`src/rtl/vx_dcache_req_arb.sv`:
```
// Round-robin arbiter sharing one multi-lane D$ port among NUM_REQS requesters; responses routed by tag.
// Latency: request path 0 cycles; response path 0 cycles, or 1 cycle when VX_DCACHE_ARB_RSP_BUF_EN is defined.
// Backpressure: per-lane dreq_ready goes to the granted requester only; drsp_ready follows the owner's rsp_ready_in.
module vx_dcache_req_arb #(
    parameter int NUM_REQS = 2,
    parameter int LANES    = 4,
    parameter int ADDR_W   = 30,
    parameter int TAG_IN_W = 8
) (
    input  logic                                    clk,
    input  logic                                    reset,
    input  logic [NUM_REQS*LANES-1:0]               req_valid_in,
    input  logic [NUM_REQS-1:0]                     req_rw_in,
    input  logic [NUM_REQS*LANES*ADDR_W-1:0]        req_addr_in,
    input  logic [NUM_REQS*LANES*4-1:0]             req_byteen_in,
    input  logic [NUM_REQS*LANES*32-1:0]            req_data_in,
    input  logic [NUM_REQS*TAG_IN_W-1:0]            req_tag_in,
    output logic [NUM_REQS*LANES-1:0]               req_ready_out,
    output logic [LANES-1:0]                        dreq_valid,
    output logic                                    dreq_rw,
    output logic [LANES*ADDR_W-1:0]                 dreq_addr,
    output logic [LANES*4-1:0]                      dreq_byteen,
    output logic [LANES*32-1:0]                     dreq_data,
    output logic [TAG_IN_W+$clog2(NUM_REQS)-1:0]    dreq_tag,
    input  logic [LANES-1:0]                        dreq_ready,
    input  logic [LANES-1:0]                        drsp_valid,
    input  logic [LANES*32-1:0]                     drsp_data,
    input  logic [TAG_IN_W+$clog2(NUM_REQS)-1:0]    drsp_tag,
    output logic                                    drsp_ready,
    output logic [NUM_REQS*LANES-1:0]               rsp_valid_out,
    output logic [NUM_REQS*LANES*32-1:0]            rsp_data_out,
    output logic [NUM_REQS*TAG_IN_W-1:0]            rsp_tag_out,
    input  logic [NUM_REQS-1:0]                     rsp_ready_in
);
    localparam int SEL_W     = $clog2(NUM_REQS);
    localparam int TAG_OUT_W = TAG_IN_W + SEL_W;

    typedef enum logic {IDLE, LOCKED} state_t;

    state_t              state;
    logic [SEL_W-1:0]    grant;
    logic [SEL_W-1:0]    rr_ptr;
    logic [SEL_W-1:0]    grant_c;
    logic [SEL_W-1:0]    scan_idx;
    logic [NUM_REQS-1:0] active;
    logic                any_active;
    logic [LANES-1:0]    valid_g;
    logic                done;

    always_comb begin
        for (int r = 0; r < NUM_REQS; r++) begin
            active[r] = |req_valid_in[r*LANES +: LANES];
        end
    end

    // Descending scan so the requester closest to rr_ptr is written last and wins.
    always_comb begin
        grant_c    = grant;
        any_active = 1'b0;
        scan_idx   = '0;
        if (state == IDLE) begin
            grant_c = '0;
            for (int i = NUM_REQS - 1; i >= 0; i--) begin
                scan_idx = rr_ptr + SEL_W'(i);
                if (active[scan_idx]) begin
                    grant_c    = scan_idx;
                    any_active = 1'b1;
                end
            end
        end
    end

    assign valid_g     = req_valid_in[grant_c*LANES +: LANES];
    assign done        = &(dreq_ready | ~valid_g);
    assign dreq_valid  = ((state == LOCKED) || any_active) ? valid_g : '0;
    assign dreq_rw     = req_rw_in[grant_c];
    assign dreq_addr   = req_addr_in[grant_c*LANES*ADDR_W +: LANES*ADDR_W];
    assign dreq_byteen = req_byteen_in[grant_c*LANES*4 +: LANES*4];
    assign dreq_data   = req_data_in[grant_c*LANES*32 +: LANES*32];
    assign dreq_tag    = {req_tag_in[grant_c*TAG_IN_W +: TAG_IN_W], grant_c};

    always_comb begin
        req_ready_out = '0;
        req_ready_out[grant_c*LANES +: LANES] = dreq_ready;
    end

    always_ff @(posedge clk or posedge reset) begin
        if (reset) begin
            state  <= IDLE;
            grant  <= '0;
            rr_ptr <= '0;
        end else if (state == IDLE) begin
            if (any_active) begin
                if (done) begin
                    rr_ptr <= grant_c + 1'b1;
                end else begin
                    grant <= grant_c;
                    state <= LOCKED;
                end
            end
        end else if (done) begin
            rr_ptr <= grant + 1'b1;
            state  <= IDLE;
        end
    end

    // A locked requester must keep its unfired lanes up until they fire.
    locked_lanes_held: assert property (@(posedge clk) disable iff (reset) (state == LOCKED) |-> (|valid_g));

    logic [SEL_W-1:0]     rsp_sel;
    logic [LANES-1:0]     rsp_lanes;
    logic [LANES*32-1:0]  rsp_dat;
    logic [TAG_OUT_W-1:0] rsp_tag;

`ifdef VX_DCACHE_ARB_RSP_BUF_EN
    logic                 rsp_en;

    assign rsp_sel    = rsp_tag[SEL_W-1:0];
    assign rsp_en     = ~((|rsp_lanes) & ~rsp_ready_in[rsp_sel]);
    assign drsp_ready = rsp_en;

    always_ff @(posedge clk or posedge reset) begin
        if (reset) begin
            rsp_lanes <= '0;
        end else if (rsp_en) begin
            rsp_lanes <= drsp_valid;
        end
    end

    always_ff @(posedge clk) begin
        if (rsp_en) begin
            rsp_dat <= drsp_data;
            rsp_tag <= drsp_tag;
        end
    end
`else
    assign rsp_sel    = drsp_tag[SEL_W-1:0];
    assign rsp_lanes  = drsp_valid;
    assign rsp_dat    = drsp_data;
    assign rsp_tag    = drsp_tag;
    assign drsp_ready = rsp_ready_in[rsp_sel];
`endif

    always_comb begin
        rsp_valid_out = '0;
        rsp_valid_out[rsp_sel*LANES +: LANES] = rsp_lanes;
    end

    assign rsp_data_out = {NUM_REQS{rsp_dat}};
    assign rsp_tag_out  = {NUM_REQS{rsp_tag[TAG_OUT_W-1:SEL_W]}};

endmodule

```
`config.mk`:
```
export PLATFORM = sky130hd
export DESIGN_NAME = vx_dcache_req_arb
export DESIGN_NICKNAME = d
export VERILOG_FILES = /design/src/rtl/vx_dcache_req_arb.sv
export SDC_FILE = /design/constraint.sdc
export NUM_CORES = 1
export LEC_CHECK = 0
export ABC_AREA = 0
export BUFFER_PORTS_ARGS = -buffer_cell sky130_fd_sc_hd__buf_2
export CAP_MARGIN = 20
export CORE_AREA = 2 2 501 503
export DETAILED_ROUTE_END_ITERATION = 10
export DIE_AREA = 0 0 503 505
export HOLD_SLACK_MARGIN = 0.06
export PLACE_DENSITY = 0.3
export SYNTH_ARGS = -nofsm -noshare
export SYNTH_HDL_FRONTEND = slang
export SYNTH_SLANG_ARGS = --single-unit
```
`constraint.sdc`:
```
create_clock -name clk -period 4.9 [get_ports clk]
set_clock_uncertainty 0.15 [all_clocks]
set_input_delay 0.245 -clock clk [delete_from_list [all_inputs] [get_ports clk]]
set_output_delay 0.245 -clock clk [all_outputs]
set_load 0.05 [all_outputs]
```
# Word-level counts from Yosys, hierarchy flattened
# Cells that the tools add are included.
dict set report totals {
  reg_bits 3
  in_bits 703
  output_inout_bits 567
  elab_cells 57
}
dict set report classes {
  add_sub_neg 5
  multipliers 1
  n_lt_le_gt_ge 4
  shift 9
  n_mux 22
  n_bitwise 6
  n_reduce_logical 7
}
# op n
set ops {}
lappend ops {{variable part select 256 x 9 -> 128 bit} 1}
lappend ops {{variable part select 240 x 9 -> 120 bit} 1}
lappend ops {{negation 3 -> 34 bit} 2}
lappend ops {{variable shift 4 x 34 -> 8 bit (first input constant)} 2}
lappend ops {{variable part select 4 x 34 -> 8 bit} 2}
lappend ops {{variable part select 32 x 6 -> 16 bit} 1}
lappend ops {{2-to-1 mux 1 bit} 21}
lappend ops {{bitwise AND 8 bit} 2}
lappend ops {{variable part select 16 x 5 -> 8 bit} 1}
lappend ops {{< comparator 1 x 2 -> 1 bit (second input constant)} 4}
lappend ops {{OR reduction 4 bit} 2}
lappend ops {{variable part select 8 x 4 -> 4 bit} 1}
lappend ops {{multiplier 1 x 4 -> 5 bit (second input constant)} 1}
lappend ops {{AND reduction 5 bit} 1}
lappend ops {{2-to-1 mux 4 bit} 1}
lappend ops {{NOT 4 bit} 1}
lappend ops {{bitwise OR 4 bit} 1}
lappend ops {{AND reduction 4 bit} 1}
lappend ops {{adder 1 bit (second input constant)} 3}
lappend ops {{AND reduction 3 bit} 1}
lappend ops {{NOT 1 bit} 2}
lappend ops {{nonzero test 2 bit} 1}
lappend ops {{logical OR 1 bit} 1}

# Logic depth before layout (Yosys ltp)
dict set report depth {
  ltp_word 13
  depth_mapped 9
  ltp_nobuf 6
}

# Worst setup path before layout
# OpenSTA, ideal clock, no wires.
dict set report synth_timing {
  path_kind {input -> output}
  start {input req_valid_in[6]}
  end {output dreq_valid[0]}
  arrival_ns 2.252
  t_required_ns 4.505
  setup_slack_ns 2.253
  path_stages 3
  path_buffers 0
  path_cell_list {nor4_1 -> a211oi_2 -> a221oi_1}
}
dict set report synth_via {
  elab_chain_len 8
  word_cells_on_any_way 14
  classes_between {shift: 1; mux: 11; reduce/logical: 2}
}
# element line
set synth_lines {}
lappend synth_lines {{from (decl)} 12} ;# input logic [NUM_REQS*LANES-1:0] req_valid_in,
lappend synth_lines {{OR reduction 4 bit *} 52} ;# active[r] = |req_valid_in[r*LANES +: LANES];
lappend synth_lines {{2-to-1 mux 1 bit (implied by the code) (2 in series)} 65} ;# if (active[scan_idx]) begin
lappend synth_lines {{2-to-1 mux 1 bit (2 in series)} 65}
lappend synth_lines {{2-to-1 mux 1 bit} 61} ;# if (state == IDLE) begin
lappend synth_lines {{variable part select 8 x 4 -> 4 bit / logical OR 1 bit (equally long branches)} {73, 75}}
lappend synth_lines {{2-to-1 mux 4 bit *} 75} ;# assign dreq_valid = ((state == LOCKED) || any_active) ? valid_g : '0;
lappend synth_lines {{to (decl)} 19} ;# output logic [LANES-1:0] dreq_valid,
# Every way passes the cells marked *; elsewhere a longest branch is shown, timed or not. The select of a mux whose other input is x is not followed.

# Final worst setup path
dict set report layout_timing {
  start {input req_valid_in[1]}
  end {output dreq_addr[87]}
}
dict set report layout_via {
  elab_chain_len 8
  word_cells_on_any_way 10
  classes_between {mul: 1; shift: 1; mux: 7; reduce/logical: 1}
}
# element line
set layout_lines {}
lappend layout_lines {{OR reduction 4 bit *} 52}
lappend layout_lines {{2-to-1 mux 1 bit (implied by the code) (2 in series)} 65}
lappend layout_lines {{2-to-1 mux 1 bit} 65}
lappend layout_lines {{2-to-1 mux 1 bit *} 65}
lappend layout_lines {{2-to-1 mux 1 bit *} 61}
lappend layout_lines {{multiplier 1 x 4 -> 5 bit *} 77} ;# assign dreq_addr = req_addr_in[grant_c*LANES*ADDR_W +: LANES*ADDR_W];
lappend layout_lines {{variable part select 240 x 9 -> 120 bit *} 77}
lappend layout_lines {{to (decl)} 21} ;# output logic [LANES*ADDR_W-1:0] dreq_addr,
# Marked as above.

==> flow_metrics.env <==
export IMPL_core_area_um2=248200
export IMPL_clock_fmax_ghz=0.2663
export IMPL_yosysTopAreaCell="nand2_1"
export IMPL_grt_usage_pct=11.93
export IMPL_yosys_register_bits=3
export IMPL_antenna_found_initial=143
export IMPL_max_vdd_ir_drop_mv=0.4967
export IMPL_critical_path_depth=9
export IMPL_outcome="completed"
export IMPL_fp_dieW_um=503
export IMPL_pwr_density_cell_nw_per_um2=1060
export IMPL_insertion_delay_ns=0.22
export IMPL_area_growth_syn_to_layout_pct=109.9
export IMPL_drtIter0Drc=747
export IMPL_startpoint_type="primary input"
export IMPL_p_switching_w=0.01107
export IMPL_grt_ovfl_total=0
export IMPL_crit_path_max_incr_delay_ns=0.56
export IMPL_drv_cap=0
export IMPL_avgSynthCellArea_um2=4.857
export IMPL_htreeDepth=1
export IMPL_holdCritPathClass="primary input to flop"
export IMPL_synth_area_leaders="nand2_1 (52%), buf_4 (38%), clkbuf_1 (1.8%), dfrtp_1 (1.3%), buf_2 (1.0%)"
export IMPL_intPower_w=0.002081
export IMPL_finalHoldViolations=0
export IMPL_slowest_stage="or4_4"
export IMPL_chipHeight_um=505
export IMPL_end_kind="primary output"
export IMPL_dp_hpwl_mm=153.1
export IMPL_io_pin_count=1270
export IMPL_gp_congestion=1.042
export IMPL_finalWirelength_mm=160.1
export IMPL_clock_sinks=3
export IMPL_worst_pin_slew_ns=0.8433
export IMPL_crit_family="buffers and inverters"
export IMPL_seqPwrFrac_pct=0.5
export IMPL_critical_path_class="primary input to primary output"
export IMPL_rows=183
export IMPL_rsz0062_at_grt="false"
export IMPL_crit_path_start="req_valid_in[1]"
export IMPL_maxSlewHeadroom_pct=43.26
export IMPL_viasPerCell=2.089
export IMPL_fin_crit_sh_pct=76.64
export IMPL_nNetsFinal=2466
export IMPL_synth_top_cell_area_share_pct=52.20
export IMPL_worstPathRequired_ns=4.51
export IMPL_tns_ns=0
export IMPL_p_clk_share_pct=1.0
export IMPL_power_leakage_nw=6.208
export IMPL_yosysSeqAreaShare_pct=1.270
export IMPL_placed_area_um2=12190
export IMPL_power_frac_comb_pct=98.5
export IMPL_syn_nets=1920
export IMPL_utilization_pct=4.999
export IMPL_synth_warnings=0
export IMPL_cts_setup_buffers=0
export IMPL_hold_path_depth=3
export IMPL_drv_slew=0
export IMPL_drtPass1Iterations=5
export IMPL_cp_cell_sequence="buf_2, or4_4, a211oi_2, a21oi_4, inv_8, buf_4, nand2_1, nand2_1, buf_2"
export IMPL_grt_max_degree=79
export IMPL_rrSetupSlack_ns=2.65
export IMPL_port_buffers=861
export IMPL_p_total_w=0.01315
export IMPL_syn_inst=1217
export IMPL_drc_errors=0
export IMPL_post_drt_wl_per_cell_um=31.14
export IMPL_swShare_pct=84.18
export IMPL_cts_buffer_depth=2
export IMPL_cts_tree="built"
export IMPL_ys_types=28
export IMPL_grt_pass1_wl_mm=179.1
export IMPL_syn_area_um2=5911
export IMPL_root_buffer="clkbuf_16"
export IMPL_setup_slack_ns=1.145
export IMPL_cp_arrival_ns=3.36
export IMPL_antenna_left=0
export IMPL_r2r_start="state"
export IMPL_start_util_pct=2.381
export IMPL_min_period_ns=3.755
export IMPL_num_vias=10740
export IMPL_fp_dieArea_um2=254000
export IMPL_timing_rr_end="rr_ptr"
export IMPL_setup_viol_count_final=0
export IMPL_endpoint="dreq_addr[87]"
export IMPL_clk_pin_slew_ns=0.03
export IMPL_drive_gt1_share_pct=50.23
export IMPL_cp_max_fo=80
export IMPL_numCtsBuffers=3
export IMPL_reg2reg_depth=5
export IMPL_grt_pass1_vias=10010
export IMPL_crit_buf_inv=4
export IMPL_dp_slack_ns=1.126
export IMPL_fin_area_um2=12410
metal layers:
layer	wire length (um)	GRT usage, %
met1	57130	12.39
met2	63870	17.33
met3	31870	10.53
met4	6264	3.624
met5	1017	0.7042
worst min path at each step:
stage                               start     end  slack (ns)
final                     req_valid_in[1]   state        0.28
after global routing      req_valid_in[1]   state        0.33
after CTS                 req_valid_in[1]   state        0.29
after detailed placement            reset  rr_ptr        0.02
after global placement              reset  rr_ptr        0.02
after floorplan                     reset   grant       -0.15
synth_stat cells:
master,n
a211oi_2,1
a21o_1,1
a21oi_1,3
a221oi_1,3
a22o_1,2
a22oi_1,1
a32oi_2,1
and2_1,5
buf_2,12
buf_4,296
clkbuf_1,28
dfrtp_1,3
inv_1,9
inv_2,1
mux2_2,1
mux2i_1,4
nand2_1,822
nand3_1,3
nand3b_1,1
nand4_1,1
nor2_1,6
nor2b_1,5
nor3_1,1
nor4_1,2
o21ai_0,1
o22ai_1,1
o2bb2ai_1,2
or4_4,1
kinds of logic (layout without fill, tap and decap cells):
| family | count (synthesis) | in the layout | share of synthesized area, % |
|---|---|---|---|
| AO/OA/AOI/OAI | 16 | 16 | 2.223 |
| buffers and inverters | 346 | 891 | 41.02 |
| flip-flops | 3 | 3 | 1.270 |
| multiplexers | 5 | 5 | 0.8679 |
| other | 0 | 50 | 0 |
| AND/OR/NAND/NOR | 847 | 847 | 54.61 |
power by group through the flow:
stage | Combinational [W] | Sequential [W] | Clock, W
after CTS | 0.0134 | 0.0000660 | 0.000131
after global placement | 0.0134 | 0.0000664 | 0
after floorplan | 0.00797 | 0.0000422 | 0
final | 0.0130 | 0.0000661 | 0.000130
after global routing | 0.0136 | 0.0000684 | 0.000137
after detailed placement | 0.0134 | 0.0000658 | 0
per-stage QoR:
| stage | instances | hold slack (ns) |
|---|---|---|
| floorplan | 1217 | -0.1514 |
| global placement | 5087 | 0.01573 |
| detailed placement | 5087 | 0.02289 |
| CTS | 5092 | 0.2858 |
| global route | 5105 | 0.3250 |
| finish | 5142 | 0.2823 |
tightest hold or removal path, cell delays in order:
cell,delay (ns)
buf_2,0.13
a32oi_2,0.12
nand2_1,0.11
layout by cell type (no fill, tap or decap), drive strengths merged:
cell type    netlist  routed
mux2               1       1
a21oi              3       3
nand2            822     822
a22o               2       2
o21ai              1       1
o22ai              1       1
a211oi             1       1
inv               10      10
a22oi              1       1
nor3               1       1
o2bb2ai            2       2
or4                1       1
nand3b             1       1
dlygate4sd3        0       1
nor2               6       6
buf              308     876
nand3              3       3
dfrtp              3       3
nor2b              5       5
a32oi              1       1
mux2i              4       4
nor4               2       2
a221oi             3       3
and2               5       5
nand4              1       1
a21o               1       1
diode              0      50
clkbuf            28       4
layout make-up:
type                    count  area (um2)
flip-flops and latches      3       75.07
diodes                     50       125.1
repair buffers            877        4494
clock buffers               4       78.83
well taps                3330        4167
fillers                 30100      235800
inverters                  10       45.04
multi-input cells         868        3422
flip-flops by register name, indices dropped and copies added (netlist names):
register,cells
grant,1
rr_ptr,1
state,1
timing repair:
action,in CTS,in global routing
resized for setup,0,0
endpoints found under the hold margin,3,0
hold buffers,1,0
Note: power is estimated with default switching activity, not from simulation.
